==> config.mk <==
export PLATFORM = sky130hd
export DESIGN_NAME = uart_rx_deframer
export DESIGN_NICKNAME = d
export VERILOG_FILES = /design/src/rtl/uart_rx_deframer.sv
export SDC_FILE = /design/constraint.sdc
export NUM_CORES = 1
export LEC_CHECK = 0
export ABC_AREA = 1
export CAP_MARGIN = 20
export CORE_UTILIZATION = 50
export CTS_BUF_LIST = sky130_fd_sc_hd__clkbuf_2 sky130_fd_sc_hd__clkbuf_4 sky130_fd_sc_hd__clkbuf_8
export DETAILED_ROUTE_END_ITERATION = 6
export PLACE_DENSITY = 0.68
export SLEW_MARGIN = 10
export SYNTH_ARGS = -nofsm -noshare
export SYNTH_HDL_FRONTEND = slang
export SYNTH_SLANG_ARGS = --single-unit
==> constraint.sdc <==
create_clock -name ref_clk -period 2.67 [get_ports ref_clk]
set_input_delay 0.267 -clock ref_clk [delete_from_list [all_inputs] [get_ports ref_clk]]
set_output_delay 0.267 -clock ref_clk [all_outputs]
set_load 0.01 [all_outputs]
==> src/rtl/uart_rx_deframer.sv <==
// 8N1 UART receiver: 2-flop line synchronizer, mid-bit sampling deframer and a
// first-word-fall-through byte FIFO with sticky overflow reporting.
module uart_rx_deframer #(
   parameter int unsigned CLKS_PER_BIT = 434,
   parameter int unsigned FIFO_DEPTH   = 4
) (
   input  logic       ref_clk,
   input  logic       fpga_reset_n,
   input  logic       uart_RXD,
   output logic [7:0] rx_data,
   output logic       rx_valid,
   input  logic       rx_ready,
   output logic       frame_err,
   output logic       overflow,
   input  logic       ovf_clr
);

   localparam int unsigned CntW = $clog2(CLKS_PER_BIT);
   localparam int unsigned PtrW = $clog2(FIFO_DEPTH);

   localparam logic [CntW-1:0] BitCnt  = CntW'(CLKS_PER_BIT - 1);
   localparam logic [CntW-1:0] HalfCnt = CntW'(CLKS_PER_BIT / 2 - 1);
   localparam logic [PtrW:0]   FullCnt = (PtrW + 1)'(FIFO_DEPTH);

   typedef enum logic [2:0] {
      StIdle,
      StStart,
      StData,
      StStop,
      StWaitHigh
   } state_e;

   // ---------------------------------------------------------------------
   // Line synchronizer
   // ---------------------------------------------------------------------
   logic sync_q;
   logic line_q;

   always_ff @(posedge ref_clk) begin
      if (!fpga_reset_n) begin
         sync_q <= 1'b1;
         line_q <= 1'b1;
      end else begin
         sync_q <= uart_RXD;
         line_q <= sync_q;
      end
   end

   // ---------------------------------------------------------------------
   // Deframer FSM
   // ---------------------------------------------------------------------
   state_e          state_q;
   logic [CntW-1:0] cnt_q;
   logic [2:0]      idx_q;
   logic [7:0]      shift_q;
   logic            frame_err_q;

   always_ff @(posedge ref_clk) begin
      if (!fpga_reset_n) begin
         state_q     <= StIdle;
         cnt_q       <= '0;
         idx_q       <= '0;
         shift_q     <= '0;
         frame_err_q <= 1'b0;
      end else begin
         frame_err_q <= 1'b0;
         unique case (state_q)
            StIdle: begin
               if (!line_q) begin
                  state_q <= StStart;
                  cnt_q   <= HalfCnt;
               end
            end
            StStart: begin
               if (cnt_q != '0) begin
                  cnt_q <= cnt_q - 1'b1;
               end else if (!line_q) begin
                  state_q <= StData;
                  cnt_q   <= BitCnt;
                  idx_q   <= '0;
               end else begin
                  // Line went back high before mid-start: treat as a glitch.
                  state_q <= StIdle;
               end
            end
            StData: begin
               if (cnt_q != '0) begin
                  cnt_q <= cnt_q - 1'b1;
               end else begin
                  shift_q[idx_q] <= line_q;
                  cnt_q          <= BitCnt;
                  if (idx_q == 3'd7) begin
                     state_q <= StStop;
                  end else begin
                     idx_q <= idx_q + 3'd1;
                  end
               end
            end
            StStop: begin
               if (cnt_q != '0) begin
                  cnt_q <= cnt_q - 1'b1;
               end else if (line_q) begin
                  state_q <= StIdle;
               end else begin
                  frame_err_q <= 1'b1;
                  state_q     <= StWaitHigh;
               end
            end
            StWaitHigh: begin
               // Hold off until the line idles so a break reports only once.
               if (line_q) begin
                  state_q <= StIdle;
               end
            end
            default: begin
               state_q <= StIdle;
            end
         endcase
      end
   end

   assign frame_err = frame_err_q;

   // A good stop bit pushes on the same edge the FSM returns to idle.
   logic push;
   assign push = (state_q == StStop) && (cnt_q == '0) && line_q;

   // ---------------------------------------------------------------------
   // Receive FIFO (first-word fall-through)
   // ---------------------------------------------------------------------
   logic [7:0]    mem_q [FIFO_DEPTH];
   logic [PtrW-1:0] wr_ptr_q;
   logic [PtrW-1:0] rd_ptr_q;
   logic [PtrW:0]   count_q;
   logic            overflow_q;

   logic full;
   logic pop;
   logic do_write;

   assign rx_valid = (count_q != '0);
   assign full     = (count_q == FullCnt);
   assign pop      = rx_valid && rx_ready;
   // A simultaneous pop frees the slot, so a push into a full FIFO still lands.
   assign do_write = push && (!full || pop);

   always_ff @(posedge ref_clk) begin
      if (!fpga_reset_n) begin
         for (int i = 0; i < int'(FIFO_DEPTH); i++) begin
            mem_q[i] <= '0;
         end
         wr_ptr_q   <= '0;
         rd_ptr_q   <= '0;
         count_q    <= '0;
         overflow_q <= 1'b0;
      end else begin
         if (do_write) begin
            mem_q[wr_ptr_q] <= shift_q;
            wr_ptr_q        <= wr_ptr_q + 1'b1;
         end
         if (pop) begin
            rd_ptr_q <= rd_ptr_q + 1'b1;
         end
         unique case ({do_write, pop})
            2'b10:   count_q <= count_q + 1'b1;
            2'b01:   count_q <= count_q - 1'b1;
            default: count_q <= count_q;
         endcase
         if (push && full && !pop) begin
            overflow_q <= 1'b1;
         end else if (ovf_clr) begin
            overflow_q <= 1'b0;
         end
      end
   end

   assign rx_data  = mem_q[rd_ptr_q];
   assign overflow = overflow_q;

endmodule

==> results of run 1 <==
cells in the mapped netlist (all sizes together):
cell,count
fa,1
or2,2
inv,43
a31oi,1
nand4,3
nor3,3
a211oi,6
o21ai,39
xnor2,1
xor2,1
edfxtp,32
a21boi,1
buf,2
nor2,86
clkbuf,5
ha,4
nand2,63
o22ai,10
and3,1
dfxtp,36
nand3,14
a21oi,20
cell usage in the layout (no fill, tap or decap), drive strengths merged, types with 10 or more instances in the layout:
cell type      instances
inv                   43
o22ai                 10
clkbuf                13
nand3                 14
a21oi                 20
clkdlybuf4s50         15
edfxtp                32
dfxtp                 36
o21ai                 39
nor2                  86
nand2                 63
sequential cells by signal (all words and copies together), names as in the netlist, named ones only:
name,cells
mem_q,32
cnt_q,9
shift_q,8
count_q,3
idx_q,3
state_q,3
rd_ptr_q,2
wr_ptr_q,2
frame_err,1
line_q,1
overflow,1
sync_q,1
through the flow:
step	power [mW]	cell area [µm²]	worst slack [ps]
floorplan	2.42	3160	752
global placement	2.82	3400	575
detailed placement	2.84	3400	509
CTS	3.60	3580	515
global route	3.89	3580	345
finish	3.58	3580	515
worst paths after layout:
kind / to / depth (start not counted)
setup / recovery: rx_data[5] / 4
setup reg to reg: mem_q[2][7] / 10
hold / removal: line_q / 1
hold reg to reg: line_q / 1
power groups by stage:
| stage | clock, mW | combinational, mW | sequential, mW |
|---|---|---|---|
| after CTS | 0.780 | 1.48 | 1.34 |
| after floorplan | 0 | 1.07 | 1.35 |
| final | 0.758 | 1.48 | 1.34 |
| after global routing | 0.824 | 1.70 | 1.36 |
| after detailed placement | 0 | 1.47 | 1.37 |
| after global placement | 0 | 1.45 | 1.36 |
area by class of cell:
class                   count  area [µm²]
fillers                   539        2410
clock inverters             2        10.0
clock buffers              13         166
repair buffers             19         180
flip-flops and latches     68        1680
well taps                  75        93.8
inverters                  43         161
multi-input cells         256        1290
cells by family (layout without fill, tap and decap cells):
family          Yosys count  after routing  share of synthesized area (%)
xor+xnor                  2              2                          0.555
buf+inv                  50             77                           5.98
fa+ha+maj                 5              5                           2.22
flops                    68             68                           53.3
simple gates            172            172                           24.8
compound gates           77             77                           13.2
per-layer routing:
layer  vias to the layer above  track usage, %  wire (µm)
met4                         0            12.1        161
met5                         -               0          0
met2                        51            36.4       3020
met3                        13            3.33        213
met1                      1092            28.3       2960
li1                       1280               -          -
==> impl_metrics.yaml, run 1 <==
clocking:
  numCtsBuffers: 9
  clock-root-buffer: "clkbuf_8"
  postCtsResizedCells: 0
  tritoncts: "built"
  h-tree-depth: 3
  cts.sinks: 68
  cts_setup_buffers: 0
  worstSkewPairLatency_ps: 340
  clock_path_buffers: 2
  cts-hold-fix-buffers: 0
  clk_pin_slew_worst_paths_ps: 70
timing:
  slew_headroom_pct: 68.7
  drv_slew: 0
  setup-violations-final: 0
  finalSetupTns_ps: 0
  clock_skew_ps: 5.74
  timing.hold.ws_ps: 412
  max_freq_ghz: 0.464
  grt_setup_unrepaired: "false"
  post-route-period-util_pct: 80.7
  tightest_slew_ps: 469
  hold_viol_final: 0
  fin_crit_ps: 2160
layout:
  nets: 407
  fin_util_pct: 59.8
  final_cell_count_no_fill: 476
  syn_to_final_growth_pct: 13.4
  layout-drive-gt1-share_pct: 9.23
  antenna-diode-count: 0
worst_hold_path:
  min_path_type: "flip-flop to flip-flop"
  hp-start: "sync_q"
power:
  switching_share_pct: 38.8
  pwr-share-comb_pct: 41.3
  power.leakage_nw: 1.40
  p_int_mw: 2.19
  powerDensity_nw_per_um2: 1000
  seq_power_share_pct: 37.5
  clkPwrFrac_pct: 21.2
  switchingPower_mw: 1.39
  irDropWorstVdd_mv: 0.691
critical_path:
  cp.required_ps: 2400
  critPathTopFamily: "buffers and inverters"
  critPathKind: "flip-flop to primary output"
  worst-path-max-fanout: 16
  crit_arrival_ps: 1890
  slowest_stage: "clkdlybuf4s50_1"
  rrSetupSlack_ps: 540
  end_kind: "primary output"
  max_stage_delay_ps: 560
  timing.rr.start: "cnt_q[0]"
  path_cells: "inv_1 -> nor2_1 -> o22ai_1 -> clkdlybuf4s50_1"
  cp.buffers_inverters: 2
  start_kind: "flip-flop"
synthesis:
  post_synth_num_cell_types: 33
  yosysWarningCount: 0
  yosysTopAreaCellShare_pct: 30.4
  synth_seq_cells: 68
  syn_area_per_cell_um2: 8.44
  synth.yosys.seq_area_share_pct: 53.3
  synth_area_um2: 3160
  syn_inst: 374
  synth_top_area_cell: "edfxtp_1"
  synth_fp_nets: 384
  synth_area_leaders: "edfxtp_1 (30%), dfxtp_1 (23%), nor2_1 (9.6%), nand2_1 (7.0%), o21ai_0 (6.0%)"
floorplanning:
  rows: 28
  core-area_um2: 5990
  die-area_um2: 6630
  fp.dieH_um: 81.5
  die_w_um: 81.5
  start_util_pct: 52.7
  io_pins: 16
global_route:
  grt_usage_pct: 22.3
  antenna_found_initial: 0
  grt_pass1_wl_um: 10600
  grt_overflow: 0
  grt_max_degree: 17
  grt_pass1_vias: 2251
routing:
  route.vias.total: 2436
  drt_iter0_markers: 131
  drc: 0
  wl_um: 6350
  ant_nets: 0
  dr.pass1.iters: 4
  vias_per_cell: 5.12
  wl_per_cell_um: 13.3
place:
  gp_congestion: 0.870
  io_buffers: 15
  dp_hpwl_um: 4630
  dpl.cell_count: 461
status:
  status: "finished, final reports clean"
flow_run:
  cap_violations: 0
(Power assumes the default switching activity.)
==> run 2: changes to the inputs <==
--- a/config.mk
+++ b/config.mk
@@ -10,7 +10,7 @@
 export CORE_UTILIZATION = 50
 export CTS_BUF_LIST = sky130_fd_sc_hd__clkbuf_2 sky130_fd_sc_hd__clkbuf_4 sky130_fd_sc_hd__clkbuf_8
 export DETAILED_ROUTE_END_ITERATION = 6
-export PLACE_DENSITY = 0.68
+export PLACE_DENSITY = 0.71
 export SLEW_MARGIN = 10
 export SYNTH_ARGS = -nofsm -noshare
 export SYNTH_HDL_FRONTEND = slang
==> constraint.sdc (replaced) <==
create_clock -name ref_clk -period 1.85 [get_ports ref_clk]
set_input_delay 0.185 -clock ref_clk [delete_from_list [all_inputs] [get_ports ref_clk]]
set_output_delay 0.185 -clock ref_clk [all_outputs]
set_load 0.01 [all_outputs]
==> run 2 against run 1 <==
Compared with the run above: clock skew rose by 3.4 ps; power increased by 61%; first-iteration DRC count fell by 1.5%; critical path depth rose by 6; global-route usage down 0.24 points; worst hold slack better by 3.3 ps; flip-flop and latch count unchanged.
==> impl_metrics.yaml, run 2 (synthesis gave the netlist of run 1 again) <==
layout:
  nets: 427
  fin_area_um2: 3890
  final_common_cell: "nor2_1"
  reg.largest.list: "mem_q: 32 flops, cnt_q: 9 flops, shift_q: 8 flops"
  final_cell_count_no_fill: 497
  mostFrequentLayoutCells: "nor2_1 (75), nand2_1 (56), o21ai_0 (38)"
  largest_register: "mem_q"
  fillers: 489
  layout-drive-gt1-share_pct: 18.2
  syn_to_final_growth_pct: 23.2
  antenna-diode-count: 0
  largest_reg_flops: 32
critical_path:
  critPathTopFamily: "simple AND/OR/NAND/NOR gates"
  start_kind: "flip-flop"
  cp.buffers_inverters: 1
  path_depth: 10
  slowest_stage: "dfxtp_2"
  r2r_cells: 10
  cp.required_ps: 1910
  end_kind: "flip-flop"
  worst-path-max-fanout: 8
  crit_arrival_ps: 1840
  rrSetupSlack_ps: 70
  max_stage_delay_ps: 330
  critPathKind: "flip-flop to flip-flop"
  path_cells: "inv_2 -> ha_4 -> nand3_4 -> nor2_4 -> nand3_4 -> nor2_8 -> nand2_4 -> nor2_8 -> nand2_4 -> nand2_8"
timing:
  drv_slew: 0
  post-route-period-util_pct: 96.2
  max_freq_ghz: 0.562
  tightest_slew_ps: 533
  setup-violations-final: 0
  clock_skew_ps: 9.17
  hold_viol_final: 0
  timing.hold.ws_ps: 415
  slew_headroom_pct: 64.4
  fin_crit_ps: 1780
global_route:
  grt_overflow: 0
  grt_usage_pct: 22.0
  grt_pass1_wl_um: 10700
  grt_max_degree: 17
  antenna_found_initial: 0
  grt_pass1_vias: 2466
floorplanning:
  fp.dieH_um: 81.5
  die_w_um: 81.5
  start_util_pct: 52.7
  die-area_um2: 6630
  core-area_um2: 5990
  rows: 28
  io_pins: 16
place:
  io_buffers: 15
  gp_congestion: 0.863
  dp_hpwl_um: 4460
  placed_area_um2: 3550
  dpl.cell_count: 476
clocking:
  tritoncts: "built"
  h-tree-depth: 3
  clock-root-buffer: "clkbuf_8"
  worstSkewPairLatency_ps: 350
  numCtsBuffers: 9
  cts.sinks: 68
  cts-hold-fix-buffers: 0
  clk_pin_slew_worst_paths_ps: 80
  clock_path_buffers: 2
power:
  power.leakage_nw: 1.54
  irDropWorstVdd_mv: 0.875
  powerDensity_nw_per_um2: 1480
routing:
  drc: 0
  wl_per_cell_um: 12.9
  ant_nets: 0
  vias_per_cell: 5.17
  drt_iter0_markers: 129
  dr.pass1.iters: 4
  route.vias.total: 2570
  wl_um: 6400
worst_hold_path:
  min_path_type: "primary input to flip-flop"
  whs_path_depth: 2
flow_run:
  cap_violations: 0
status:
  status: "finished, final reports clean"
[run 2: cell types whose count changed in the layout (fill, tap and decap cells not counted), moves of 3 or more]
| cell | before | now |
|---|---|---|
| buf_4 | 4 | 20 |
| clkdlybuf4s50_1 | 15 | 7 |
| dfxtp_1 | 36 | 33 |
| dfxtp_2 | 0 | 3 |
| dlygate4sd2_1 | 0 | 8 |
| inv_1 | 40 | 36 |
| inv_2 | 3 | 6 |
| nand2_1 | 59 | 56 |
| nor2_1 | 81 | 75 |
| nor2_2 | 2 | 6 |
[run 2: area by class of cell]
type | count | area, µm² | share of cell area [%]
timing repair buffer | 39 | 357 | 9.17
multi-input combinational | 256 | 1370 | 35.1
clock buffer | 9 | 124 | 3.19
clock inverter | 7 | 98.8 | 2.54
tap | 75 | 93.8 | 2.41
inverter | 43 | 165 | 4.25
sequential | 68 | 1690 | 43.3
[run 2: power by group]
part | leakage (nW) | internal [mW] | switching (mW) | total (mW)
Clock | 0.110 | 0.768 | 0.601 | 1.37
Sequential | 0.625 | 1.79 | 0.179 | 1.97
Combinational | 0.807 | 0.998 | 1.41 | 2.41
Total | 1.54 | 3.56 | 2.19 | 5.75
[run 2: timing repair]
action	4_1_cts	5_1_grt
gates resized for setup	13	23
setup endpoints to repair	8	31
pin swaps	0	7
setup buffers	2	3
[run 2: metal layers]
layer / vias up / GRT usage (%) / wire (µm)
met5: - / 0 / 0
met4: 0 / 10.2 / 119
met3: 10 / 6.89 / 259
met2: 58 / 37.5 / 3120
met1: 1172 / 25.2 / 2900
li1: 1330 / - / -
[run 2: worst paths after layout]
kind	startpoint	endpoint
max	cnt_q[0]	mem_q[2][6]
min	uart_RXD	sync_q
max reg2reg	cnt_q[0]	mem_q[2][6]
min reg2reg	sync_q	line_q
[run 2: metrics by stage]
stage | total power [mW] | setup slack, ps | setup TNS [ps] | utilization (%)
finish | 5.75 | 70.7 | 0 | 64.9
global route | 6.20 | -21.2 | -147 | 64.9
CTS | 5.61 | 35.7 | 0 | 63.2
detailed placement | 4.26 | 21.0 | 0 | 59.2
global placement | 4.20 | 64.0 | 0 | 59.2
floorplan | 3.49 | 8.11 | 0 | -
==> run 3: changes to the inputs <==
--- a/config.mk
+++ b/config.mk
@@ -11,6 +11,8 @@
 export CTS_BUF_LIST = sky130_fd_sc_hd__clkbuf_2 sky130_fd_sc_hd__clkbuf_4 sky130_fd_sc_hd__clkbuf_8
 export DETAILED_ROUTE_END_ITERATION = 6
 export PLACE_DENSITY = 0.71
+export REMOVE_ABC_BUFFERS = 1
+export SKIP_LAST_GASP = 1
 export SLEW_MARGIN = 10
 export SYNTH_ARGS = -nofsm -noshare
 export SYNTH_HDL_FRONTEND = slang
==> run 3 against run 2 <==
Compared with the run above: global-route usage increased by 0.17 points; critical endpoint is now mem_q[2][4]; flip-flop and latch count unchanged; register-to-register slack better by 50 ps; highest routed layer unchanged; die area is the same; first-iteration DRC count increased by 57%; critical path type unchanged; cell area grew 0.42%; power decreased by 3.9%; routed wire length increased by 3.3%.
==> impl_metrics.yaml, run 3 (synthesis gave the netlist of run 1 again) <==
floorplanning:
  io_pins: 16
  core-area_um2: 5990
  die-area_um2: 6630
  fp.dieH_um: 81.5
  start_util_pct: 52.7
  die_w_um: 81.5
  rows: 28
layout:
  fillers: 469
  mostFrequentLayoutCells: "nor2_1 (80), nand2_1 (55), inv_1 (37), o21ai_0 (37)"
  largest_reg_flops: 32
  syn_to_final_growth_pct: 23.7
  final_cell_count_no_fill: 509
  largest_register: "mem_q"
  fin_area_um2: 3910
  layout-drive-gt1-share_pct: 19.6
  nets: 439
  reg.largest.list: "mem_q: 32 flops, cnt_q: 9 flops, shift_q: 8 flops"
  antenna-diode-count: 0
  final_common_cell: "nor2_1"
power:
  powerDensity_nw_per_um2: 1420
  irDropWorstVdd_mv: 1.03
  power.leakage_nw: 1.59
routing:
  vias_per_cell: 5.10
  route.vias.total: 2594
  wl_per_cell_um: 13.0
  drt_iter0_markers: 202
  drc: 0
  ant_nets: 0
  dr.pass1.iters: 4
  wl_um: 6610
timing:
  max_freq_ghz: 0.579
  slew_headroom_pct: 72.5
  grt_setup_unrepaired: "true"
  clock_skew_ps: 10.7
  setup-violations-final: 0
  fin_crit_ps: 1730
  hold_viol_final: 0
  tightest_slew_ps: 412
  post-route-period-util_pct: 93.4
  drv_slew: 0
place:
  dp_hpwl_um: 4860
  placed_area_um2: 3640
  io_buffers: 15
  gp_congestion: 0.896
  dpl.cell_count: 491
clocking:
  worstSkewPairLatency_ps: 330
  numCtsBuffers: 9
  clk_pin_slew_worst_paths_ps: 70
  cts.sinks: 68
  clock_path_buffers: 2
  tritoncts: "built"
  h-tree-depth: 3
  clock-root-buffer: "clkbuf_8"
  cts-hold-fix-buffers: 0
global_route:
  grt_max_degree: 16
  antenna_found_initial: 0
  grt_usage_pct: 22.2
  grt_overflow: 0
  grt_pass1_wl_um: 11000
  grt_pass1_vias: 2427
critical_path:
  worst-path-max-fanout: 4
  start_kind: "flip-flop"
  critPathKind: "flip-flop to flip-flop"
  end_kind: "flip-flop"
  rrSetupSlack_ps: 120
  cp.required_ps: 1900
  crit_arrival_ps: 1780
flow_run:
  cap_violations: 0
worst_hold_path:
  min_path_type: "primary input to flip-flop"
status:
  status: "finished, final reports clean"
## run 3: cell types whose count changed in the layout (fill, tap and decap cells not counted), moves of 2 or more
cell | previous run | this run
bufinv_16 | 2 | 0
nand2_4 | 4 | 6
nor2_2 | 6 | 3
clkinv_2 | 1 | 3
dlymetal6s2s_1 | 0 | 2
dlygate4sd2_1 | 8 | 6
nor2_4 | 3 | 1
inv_6 | 2 | 0
clkbuf_4 | 0 | 2
nor2_1 | 75 | 80
buf_4 | 20 | 33
## run 3: worst paths after layout
kind / start / to / cells after the start
setup / recovery: cnt_q[0] / mem_q[2][4] / 11
hold / removal: uart_RXD / sync_q / 2
setup reg to reg: cnt_q[0] / mem_q[2][4] / 11
hold reg to reg: sync_q / line_q / 1
## run 3: timing repair
item	in CTS	in global routing
buffers inserted	2	0
endpoints found under the setup margin	32	60
pin swaps	4	6
resized for setup	18	16
## run 3: power by group
group / switching, mW / internal [mW] / leakage, nW
clock network: 0.552 / 0.510 / 0.0859
logic: 1.43 / 1.07 / 0.879
registers: 0.170 / 1.80 / 0.625
total: 2.15 / 3.38 / 1.59
## run 3: routing by layer
layer	wire (µm)	track usage, %	vias to the layer above
met2	3460	40.2	40
li1	-	-	1346
met1	2890	25.6	1202
met3	201	5.67	6
met5	0	0	-
met4	60	6.61	0
## run 3: through the flow
stage	worst slack [ps]	util, %	hold slack, ps	power, mW	setup TNS [ps]
after CTS	-46.3	64.3	418	5.46	-126
after floorplan	-75.5	-	283	3.47	-1200
final	122	65.2	427	5.53	0
after global placement	-23.3	60.8	432	4.38	-185
after global routing	-31.1	65.2	432	5.98	-31.1
after detailed placement	-90.4	60.8	438	4.42	-787
## run 3: critical path, stage by stage, from the launching register on
cell and delay [ps]:
dfxtp_2 330, inv_2 70, ha_4 150, nand3_4 80, nor2_4 130, nand3_4 120, nor2_8 130, nand2_4 80
nor2_8 120, nand2_4 70, nand2_4 70, buf_6 110
## run 3: cell type report
class	instances	area [µm²]	area share [%]
sequential	68	1690	43.2
multi-input combinational	256	1360	34.7
timing repair buffer	51	438	11.2
inverter	43	161	4.13
clock buffer	11	139	3.56
tap	75	93.8	2.40
clock inverter	5	30.0	0.769
